**src/rtl/decode_pkg.sv**
```systemverilog
// Shared MIPS decode constants, the decoded-field bundle and the opcode/funct
// lookup helpers used by the decoder and the decode_pipe wrapper.
package decode_pkg;

  localparam logic [5:0] OP_RTYPE = 6'h00;
  localparam logic [5:0] OP_J     = 6'h02;
  localparam logic [5:0] OP_JAL   = 6'h03;
  localparam logic [5:0] OP_BEQ   = 6'h04;
  localparam logic [5:0] OP_BNE   = 6'h05;
  localparam logic [5:0] OP_ADDI  = 6'h08;
  localparam logic [5:0] OP_ADDIU = 6'h09;
  localparam logic [5:0] OP_SLTI  = 6'h0A;
  localparam logic [5:0] OP_SLTIU = 6'h0B;
  localparam logic [5:0] OP_ANDI  = 6'h0C;
  localparam logic [5:0] OP_ORI   = 6'h0D;
  localparam logic [5:0] OP_XORI  = 6'h0E;
  localparam logic [5:0] OP_LUI   = 6'h0F;
  localparam logic [5:0] OP_LW    = 6'h23;
  localparam logic [5:0] OP_SW    = 6'h2B;

  localparam logic [5:0] FN_SLL  = 6'h00;
  localparam logic [5:0] FN_SRL  = 6'h02;
  localparam logic [5:0] FN_SRA  = 6'h03;
  localparam logic [5:0] FN_JR   = 6'h08;
  localparam logic [5:0] FN_ADD  = 6'h20;
  localparam logic [5:0] FN_NOR  = 6'h27;
  localparam logic [5:0] FN_SLT  = 6'h2A;
  localparam logic [5:0] FN_SLTU = 6'h2B;

  localparam int N_SUP_OPS = 15;
  localparam logic [5:0] SUP_OPS [N_SUP_OPS] = '{
    OP_RTYPE, OP_J, OP_JAL, OP_BEQ, OP_BNE, OP_ADDI, OP_ADDIU, OP_SLTI,
    OP_SLTIU, OP_ANDI, OP_ORI, OP_XORI, OP_LUI, OP_LW, OP_SW
  };

  // Logical immediates take a zero-extended operand.
  localparam int N_ZERO_EXT_OPS = 3;
  localparam logic [5:0] ZERO_EXT_OPS [N_ZERO_EXT_OPS] = '{OP_ANDI, OP_ORI, OP_XORI};

  typedef struct packed {
    logic [31:0] pc;
    logic [31:0] instr;
  } entry_t;

  typedef struct packed {
    logic [5:0]  op;
    logic [4:0]  rs;
    logic [4:0]  rt;
    logic [4:0]  rd;
    logic [4:0]  shamt;
    logic [5:0]  funct;
    logic [25:0] target;
    logic [31:0] imm;
    logic        is_r;
    logic        is_i;
    logic        is_j;
    logic        is_branch;
    logic        is_load;
    logic        is_store;
  } dec_fields_t;

  function automatic logic is_zero_ext_op(input logic [5:0] op);
    logic hit;
    hit = 1'b0;
    for (int i = 0; i < N_ZERO_EXT_OPS; i++) hit |= (op == ZERO_EXT_OPS[i]);
    return hit;
  endfunction

  function automatic logic is_supported(input logic [5:0] op, input logic [5:0] funct);
    logic op_ok;
    logic fn_ok;
    op_ok = 1'b0;
    for (int i = 0; i < N_SUP_OPS; i++) op_ok |= (op == SUP_OPS[i]);
    fn_ok = (funct == FN_SLL) || (funct == FN_SRL) || (funct == FN_SRA) ||
            (funct == FN_JR)  || ((funct >= FN_ADD) && (funct <= FN_NOR)) ||
            (funct == FN_SLT) || (funct == FN_SLTU);
    return op_ok && ((op != OP_RTYPE) || fn_ok);
  endfunction

endpackage

```
**src/rtl/mips_instr_dec.sv**
```systemverilog
// Combinational MIPS field extraction, immediate extension and class decode.
// All outputs are forced to zero when valid is low.
module mips_instr_dec
  import decode_pkg::*;
(
  input  logic        valid,
  input  logic [31:0] instr,
  output dec_fields_t dec
);

  logic [5:0] op;
  assign op = instr[31:26];

  // NOTE: every field gets a default before the conditional; a path that
  // leaves a combinational output unassigned infers a latch.
  always_comb begin
    dec = '0;
    if (valid) begin
      dec.op        = op;
      dec.rs        = instr[25:21];
      dec.rt        = instr[20:16];
      dec.rd        = instr[15:11];
      dec.shamt     = instr[10:6];
      dec.funct     = instr[5:0];
      dec.target    = instr[25:0];
      dec.imm       = is_zero_ext_op(op) ? {16'h0000, instr[15:0]}
                                         : {{16{instr[15]}}, instr[15:0]};
      dec.is_r      = (op == OP_RTYPE);
      dec.is_j      = (op == OP_J) || (op == OP_JAL);
      dec.is_i      = !dec.is_r && !dec.is_j;
      dec.is_branch = (op == OP_BEQ) || (op == OP_BNE);
      dec.is_load   = (op == OP_LW);
      dec.is_store  = (op == OP_SW);
    end
  end

endmodule

```
**src/rtl/decode_pipe.sv**
```systemverilog
// Instruction buffer (DEPTH-entry circular FIFO) presenting the decoded head.
// Defining DECODE_PIPE_ILLEGAL_CHK_EN adds the illegal_o unsupported-head flag.
module decode_pipe
  import decode_pkg::*;
#(
  parameter int DEPTH = 2
) (
  input  logic                         clk,
  input  logic                         rst_n,
  input  logic                         flush_i,
  input  logic                         in_valid_i,
  output logic                         in_ready_o,
  input  logic [31:0]                  instr_i,
  input  logic [31:0]                  pc_i,
  output logic                         out_valid_o,
  input  logic                         out_ready_i,
  output logic [31:0]                  pc_o,
  output logic [5:0]                   op_o,
  output logic [4:0]                   rs_o,
  output logic [4:0]                   rt_o,
  output logic [4:0]                   rd_o,
  output logic [4:0]                   shamt_o,
  output logic [5:0]                   funct_o,
  output logic [25:0]                  target_o,
  output logic [31:0]                  imm_o,
  output logic                         is_r_o,
  output logic                         is_i_o,
  output logic                         is_j_o,
  output logic                         is_branch_o,
  output logic                         is_load_o,
  output logic                         is_store_o,
  output logic [$clog2(DEPTH+1)-1:0]   count_o
`ifdef DECODE_PIPE_ILLEGAL_CHK_EN
  ,
  output logic                         illegal_o
`endif
);

  localparam int PTR_W = $clog2(DEPTH);
  localparam int CNT_W = $clog2(DEPTH + 1);
  localparam logic [CNT_W-1:0] FULL = CNT_W'(DEPTH);

  entry_t           mem [DEPTH];
  logic [PTR_W-1:0] wr_ptr;
  logic [PTR_W-1:0] rd_ptr;
  logic [CNT_W-1:0] count;
  logic             push;
  logic             pop;
  entry_t           head;
  dec_fields_t      dec;

  // Readiness depends only on occupancy, so a full buffer never passes through.
  assign in_ready_o  = (count < FULL);
  assign out_valid_o = (count != '0);
  assign push        = in_valid_i && in_ready_o;
  assign pop         = out_valid_o && out_ready_i;
  assign count_o     = count;

  // NOTE: sequential state uses non-blocking assignments so every register
  // samples pre-edge values regardless of statement order.
  always_ff @(posedge clk or negedge rst_n) begin
    if (!rst_n) begin
      wr_ptr <= '0;
      rd_ptr <= '0;
      count  <= '0;
    end else if (flush_i) begin
      wr_ptr <= '0;
      rd_ptr <= '0;
      count  <= '0;
    end else begin
      if (push) wr_ptr <= wr_ptr + PTR_W'(1);
      if (pop)  rd_ptr <= rd_ptr + PTR_W'(1);
      case ({push, pop})
        2'b10:   count <= count + CNT_W'(1);
        2'b01:   count <= count - CNT_W'(1);
        default: count <= count;
      endcase
    end
  end

  // NOTE: the storage array has no reset; entries are only observable once
  // count says they were written, and leaving it unreset lets it map to RAM.
  always_ff @(posedge clk) begin
    if (push) mem[wr_ptr] <= '{pc: pc_i, instr: instr_i};
  end

  assign head = mem[rd_ptr];

  mips_instr_dec u_dec (
    .valid (out_valid_o),
    .instr (head.instr),
    .dec   (dec)
  );

  assign pc_o        = out_valid_o ? head.pc : '0;
  assign op_o        = dec.op;
  assign rs_o        = dec.rs;
  assign rt_o        = dec.rt;
  assign rd_o        = dec.rd;
  assign shamt_o     = dec.shamt;
  assign funct_o     = dec.funct;
  assign target_o    = dec.target;
  assign imm_o       = dec.imm;
  assign is_r_o      = dec.is_r;
  assign is_i_o      = dec.is_i;
  assign is_j_o      = dec.is_j;
  assign is_branch_o = dec.is_branch;
  assign is_load_o   = dec.is_load;
  assign is_store_o  = dec.is_store;

`ifdef DECODE_PIPE_ILLEGAL_CHK_EN
  assign illegal_o = out_valid_o && !is_supported(head.instr[31:26], head.instr[5:0]);
`endif

endmodule

```
**config.mk**
```make
export PLATFORM = sky130hd
export DESIGN_NAME = decode_pipe
export DESIGN_NICKNAME = d
export VERILOG_FILES = /design/src/rtl/decode_pkg.sv /design/src/rtl/mips_instr_dec.sv /design/src/rtl/decode_pipe.sv
export SDC_FILE = /design/constraint.sdc
export NUM_CORES = 1
export LEC_CHECK = 0
export CAP_MARGIN = 25
export CORE_UTILIZATION = 45
export CTS_CLUSTER_SIZE = 8
export DETAILED_ROUTE_END_ITERATION = 16
export PLACE_DENSITY = 0.92
export SETUP_SLACK_MARGIN = 0.5
export SLEW_MARGIN = 20
export SYNTH_ARGS = -nofsm -noshare
export SYNTH_HDL_FRONTEND = slang
export SYNTH_SLANG_ARGS = --single-unit
export TNS_END_PERCENT = 10
```
**constraint.sdc**
```tcl
create_clock -name clk -period 4.5 [get_ports clk]
set_clock_uncertainty 0.05 [all_clocks]
set_input_delay 0.9 -clock clk [delete_from_list [all_inputs] [get_ports clk]]
set_output_delay 0.9 -clock clk [all_outputs]
set_load 0.05 [all_outputs]
```
# After elaboration in Yosys (flattened, before gate mapping)
# Memories as Yosys holds them, arrays and structs flattened.
# Cells that the tools add are included.
# W data, S select, Z words.
op_classes:
  addsub: 4
  n_lt_le_gt_ge: 1
  eq_ne: 11
  muxes: 11
  bitwise: 2
  n_reduce_logical: 12
op_table:
  columns: ["operator", "count"]
  rows:
  - ["$mux W96", 1]
  - ["$mux W32", 2]
  - ["$eq A6 B4 Y1 const B", 3]
  - ["$eq A6 B2 Y1 const B", 2]
  - ["$eq A6 B3 Y1 const B", 2]
  - ["$eq A6 B6 Y1 const B", 2]
  - ["$logic_not A6 Y1", 1]
  - ["$mux W1", 6]
  - ["$reduce_bool A2 Y1", 3]
  - ["$pmux W2 S2", 1]
  - ["$logic_and A1 B1 Y1", 3]
  - ["$reduce_bool A3 Y1", 1]
  - ["$add A1 B1 Y1 const B", 2]
  - ["$add A2 B1 Y2 const B", 1]
  - ["$eq A2 B1 Y1 const B", 1]
  - ["$eq A2 B2 Y1 const B", 1]
  - ["$logic_not A1 Y1", 2]
  - ["$logic_or A1 B1 Y1", 2]
  - ["$lt A2 B2 Y1 const B", 1]
  - ["$mux W2", 1]
  - ["$or A1 B1 Y1", 2]
  - ["$sub A2 B1 Y2 const B", 1]
totals:
  ff_bits: 4
  mem_bits_rw: 128
  inputBits: 69
  out_inout_bits: 132
  wordCells: 45
  mem_count: 1
memory_table:
  columns: ["name", "words", "word_bits", "read_ports", "rd_clocked_by_memory_dff", "write_ports", "line", "source"]
  rows:
  - ["mem", 2, 64, 1, 0, 1, "decode_pipe.sv:43", "entry_t mem [DEPTH];"]

# Longest topological paths before layout
# An unclocked memory read counts as a cell.
depth:
  word_depth: 6
  mapped_depth: 6
  ltp_nobuf: 4

# Modules after synthesis
# Synthesis repeated with hierarchy kept, for this count alone.
unflattened:
  hier_cells: 364
  hier_area_um2: 5758.0
by_module_without_submodules:
  columns: ["mod", "instances", "cells_each", "area_per_inst_um2", "seq_area_each_um2"]
  rows:
  - ["decode_pipe", 1, 258, 5014.8, 3943.8]
  - ["mips_instr_dec", 1, 106, 743.2, 0.0]

# Least setup slack after synthesis
# No wires, ideal clock.
synth_timing:
  path_type: "input to register"
  start: "input port in_valid_i"
  end: "memory mem[0][0] (netlist name), enable pin"
  setup_time_ns: 0.486
  arrival_time_ns: 3.661
  required_ns: 3.964
  path_slack_ns: 0.303
  path_stages: 2
  n_path_buf: 0
  cell_sequence: "nand2b_1 > nor2_1"
synth_via:
  elab_chain_len: 3
synth_lines:
  columns: ["item", "line", "source"]
  rows:
  - ["start: declaration", "decode_pipe.sv:11", "input logic in_valid_i,"]
  - ["$logic_and A1 B1 Y1", "decode_pipe.sv:55", "assign push = in_valid_i && in_ready_o;"]
  - ["$mux W1", "decode_pipe.sv:84", "if (push) mem[wr_ptr] <= '{pc: pc_i, instr: instr_i};"]
  - ["$mux W1 (not written as such)", "decode_pipe.sv:84", null]
  - ["end: declaration", "decode_pipe.sv:43", null]
# No other way between the ends.

# Final worst setup path
layout_timing:
  start: "register rd_ptr"
  end: "output port is_store_o"
layout_via:
  elab_chain_len: 3
layout_lines:
  columns: ["item", "line", "source"]
  rows:
  - ["start: declaration", "decode_pipe.sv:45", "logic [PTR_W-1:0] rd_ptr;"]
  - ["start signal: assignment", "decode_pipe.sv:72", "if (pop) rd_ptr <= rd_ptr + PTR_W'(1);"]
  - ["$mem_v2 Z2 W64", null, null]
  - ["$eq A6 B6 Y1", "mips_instr_dec.sv:33", "dec.is_store = (op == OP_SW);"]
  - ["$mux W96", "mips_instr_dec.sv:18", "if (valid) begin"]
  - ["end: declaration", "decode_pipe.sv:31", "output logic is_store_o,"]
# No other way between the ends.

==> metrics.md <==
| Metric | Value |
|---|---|
| CP Max Fanout | 22 |
| Hold Startpoint | wr_ptr |
| Fin crit share | 85.3% |
| Average size of a mapped cell | 14.9 um^2 |
| Worst reg2reg endpoint | mem[1][53] |
| HP Class | flop to flop |
| Hold Crit Depth | 2 |
| DP Area | 0.00738 mm^2 |
| Hold EP | wr_ptr |
| Filler cells | 875 |
| Register area share after synthesis | 69.8% |
| Fin. Hold Viols | 0 |
| I/O pins | 201 |
| DR vias | 3475 |
| # nets final | 600 |
| Post-synthesis cell count | 379 |
| Register area | 0.00395 mm^2 |
| Synthesized netlist net count | 448 |
| Starting density of the core | 46.7% |
| Final worst slack | 0.659 ns |
| Finished Layout Cells | 713 |
| Chip Width | 114 um |
| IO Port Bufs | 200 |
| Hold-fix buffers, CTS | 0 |
| Yosys top cell area share | 68.0% |
| Pwr per Cell Area | 464 mW/mm^2 |
| CP Launch Type | flop |
| CP max stage cell | clkdlybuf4s50_1 |
| Setup violators final | 0 |
| Crit-path cells | buf_12, or3b_1, a22o_1, nor3_1, clkdlybuf4s50_1 |
| Levels on crit path | 5 |
| R2R setup slack | 2.30 ns |
| Final Cell Area | 0.00799 mm^2 |
| Global placement routability congestion | 0.816 |
| CTS tree | done |
| Slew Viols, Final | 0 |
| Critical path required time | 3.55 ns |
| Max-Cap Viols | 0 |
| Sink Count | 132 |
| Hpwl dp | 7.98 mm |
| Gr ovfl total | 0 |
| Type of the worst setup path | flop to output port |
| Die Y | 114 um |
| Post-synth cell types | 29 |
| CTS root buf | clkbuf_16 |
| Post-Route Utilization | 66.0% |
| Die footprint | 0.0130 mm^2 |
| WP buf/inv | 2 |
| Worst-path clk slew | 0.06 ns |
| FF-to-FF path depth | 3 |
| Synthesis Warnings | 0 |
| Post-DRT Antenna Nets | 0 |
| Worst slew margin | 36.7% |
| Drt initial violations | 164 |
| Multi-input logic area | 0.00115 mm^2 |
| First drt pass iteration count | 4 |
| CTS buffer count | 17 |
| Largest net degree at the start of global routing | 68 |
| Residual DRC | 0 |
| Top cells by area, synth | edfxtp_1 68%, mux2i_1 11%, buf_4 7.6% |
| WL per Instance | 16.3 um |
| All-layer global routing usage | 18.7% |
| Crit. End Element | output port |
| Initial antenna violation count | 1 |
| Peak Freq | 260 MHz |
| Via density | 4.87 |
| First-pass GRT wire length | 18.1 mm |
| Tot Pwr | 3.71 mW |
| Layout area overhead | 41.5% |
| Leakage Power | 2.68 nW |
| Syn Std Cell Area | 0.00565 mm^2 |
| Cells after DPL | 679 |
| Synth area leader | edfxtp_1 |
| WL final | 11.6 mm |
| Layout cells sized above 1 | 7.17% |
| Worst EP arrival | 2.89 ns |
| Number of global-route vias before repair | 3614 |
| Cell row count | 40 |
| CORE AREA | 0.0121 mm^2 |
| Least-Margin Pin Slew | 0.947 ns |
| CP top delay family | buffers and inverters |
| Setup TNS | 0 ns |
| Longest Clk Path Bufs | 2 |
| Outcome | completed |
| #FFs+latches synth | 132 |
| Critical Path Max Stage Delay | 0.84 ns |
| Launch point of the worst reg-to-reg path | count_o[1] |
| Unrepaired setup endpoints after global routing | no |
| Worst vdd ir | 0.305 mV |
| H-tree lvl count | 4 |
| Final Critical Period | 3.84 ns |
| Final hold slack | 0.575 ns |
| Worst Setup SP | rd_ptr |
| Pre-CTS WS | 0.746 ns |
| Worst-Skew Late Latency | 0.40 ns |
-- report_power, final --
group	total (mW)	switching, mW	internal, mW
sequential	1.48	0.0318	1.44
combinational	0.877	0.581	0.297
clock	1.36	0.491	0.867
-- layout by cell type, fill, tap and decap left out, drive strengths merged --
cell type        n
nor2            71
dfrtp            4
nand2b           2
o21ai            2
diode            1
bufinv           3
a22o             1
nand2            5
xor2             1
mux2i           64
a21oi            3
nand3            1
clkbuf          18
inv              4
clkdlybuf4s50  199
or3b             1
nand3b           3
xnor2            1
edfxtp         128
buf              5
nor2b            2
dlygate4sd2      1
a31oi            1
nor3             5
nor4             3
o31a             1
a21o             1
o41a             1
nor3b            2
clkinv           7
and2             1
clkinvlp         3
-- logic make-up (layout without fill, tap and decap cells) --
| group | after synthesis | after routing | synth area share [%] |
|---|---|---|---|
| compound gates | 10 | 10 | 1.20 |
| flops | 132 | 132 | 69.8 |
| other cells | 0 | 1 | 0 |
| simple gates | 96 | 96 | 7.29 |
| buf+inv | 75 | 240 | 10.1 |
| mux | 64 | 64 | 11.3 |
| xor+xnor | 2 | 2 | 0.310 |
-- Yosys cell counts (all sizes together) --
cell type,n
nand3,1
clkbuf,3
nand2,5
inv,3
nor3b,2
and2,1
edfxtp,128
nor2b,2
a21oi,3
nor3,5
xor2,1
buf,69
o41a,1
mux2i,64
a31oi,1
o31a,1
or3b,1
nand2b,2
nor4,3
o21ai,2
xnor2,1
nor2,71
a21o,1
nand3b,3
a22o,1
dfrtp,4
-- how the worst max path moves through the flow --
stage,end,slack (ns)
finish,is_store_o,0.66
floorplan,imm_o[17],0.51
CTS,imm_o[20],0.57
detailed placement,imm_o[30],0.75
global route,is_store_o,0.51
global placement,imm_o[16],0.88
-- registers in the layout, summed over array words and instances (netlist names) --
signal / count
count_o: 2
mem: 128
rd_ptr: 1
wr_ptr: 1
-- timing repair --
item | in CTS | in global routing
pin swaps | 0 | 0
endpoints found under the hold margin | 0 | 0
setup buffers | 1 | 0
endpoints found under the setup margin | 36 | 15
resized for setup | 1 | 1
-- routing by layer --
metal,track usage (%),up-vias,wire length [um]
met4,7.19,0,218
met1,19.8,1669,4350
met3,6.41,23,786
li1,-,1618,-
met5,0,-,0
met2,34.2,165,6290
-- tightest hold or removal path, cell delays in order, from the launching register on --
cell and delay (ns):
dfrtp_1 0.41, xnor2_1 0.14, nor2_1 0.04
-- final cells by class --
type	instances	area share [%]
Antenna cell	1	0.0313
Timing Repair Buffer	205	26.0
Clock buffer	18	5.37
Tap cell	168	2.63
Multi-Input combinational cell	172	14.4
Inverter	3	0.141
Sequential cell	132	49.4
Clock inverter	14	2.02
(Power assumes the default switching activity.)
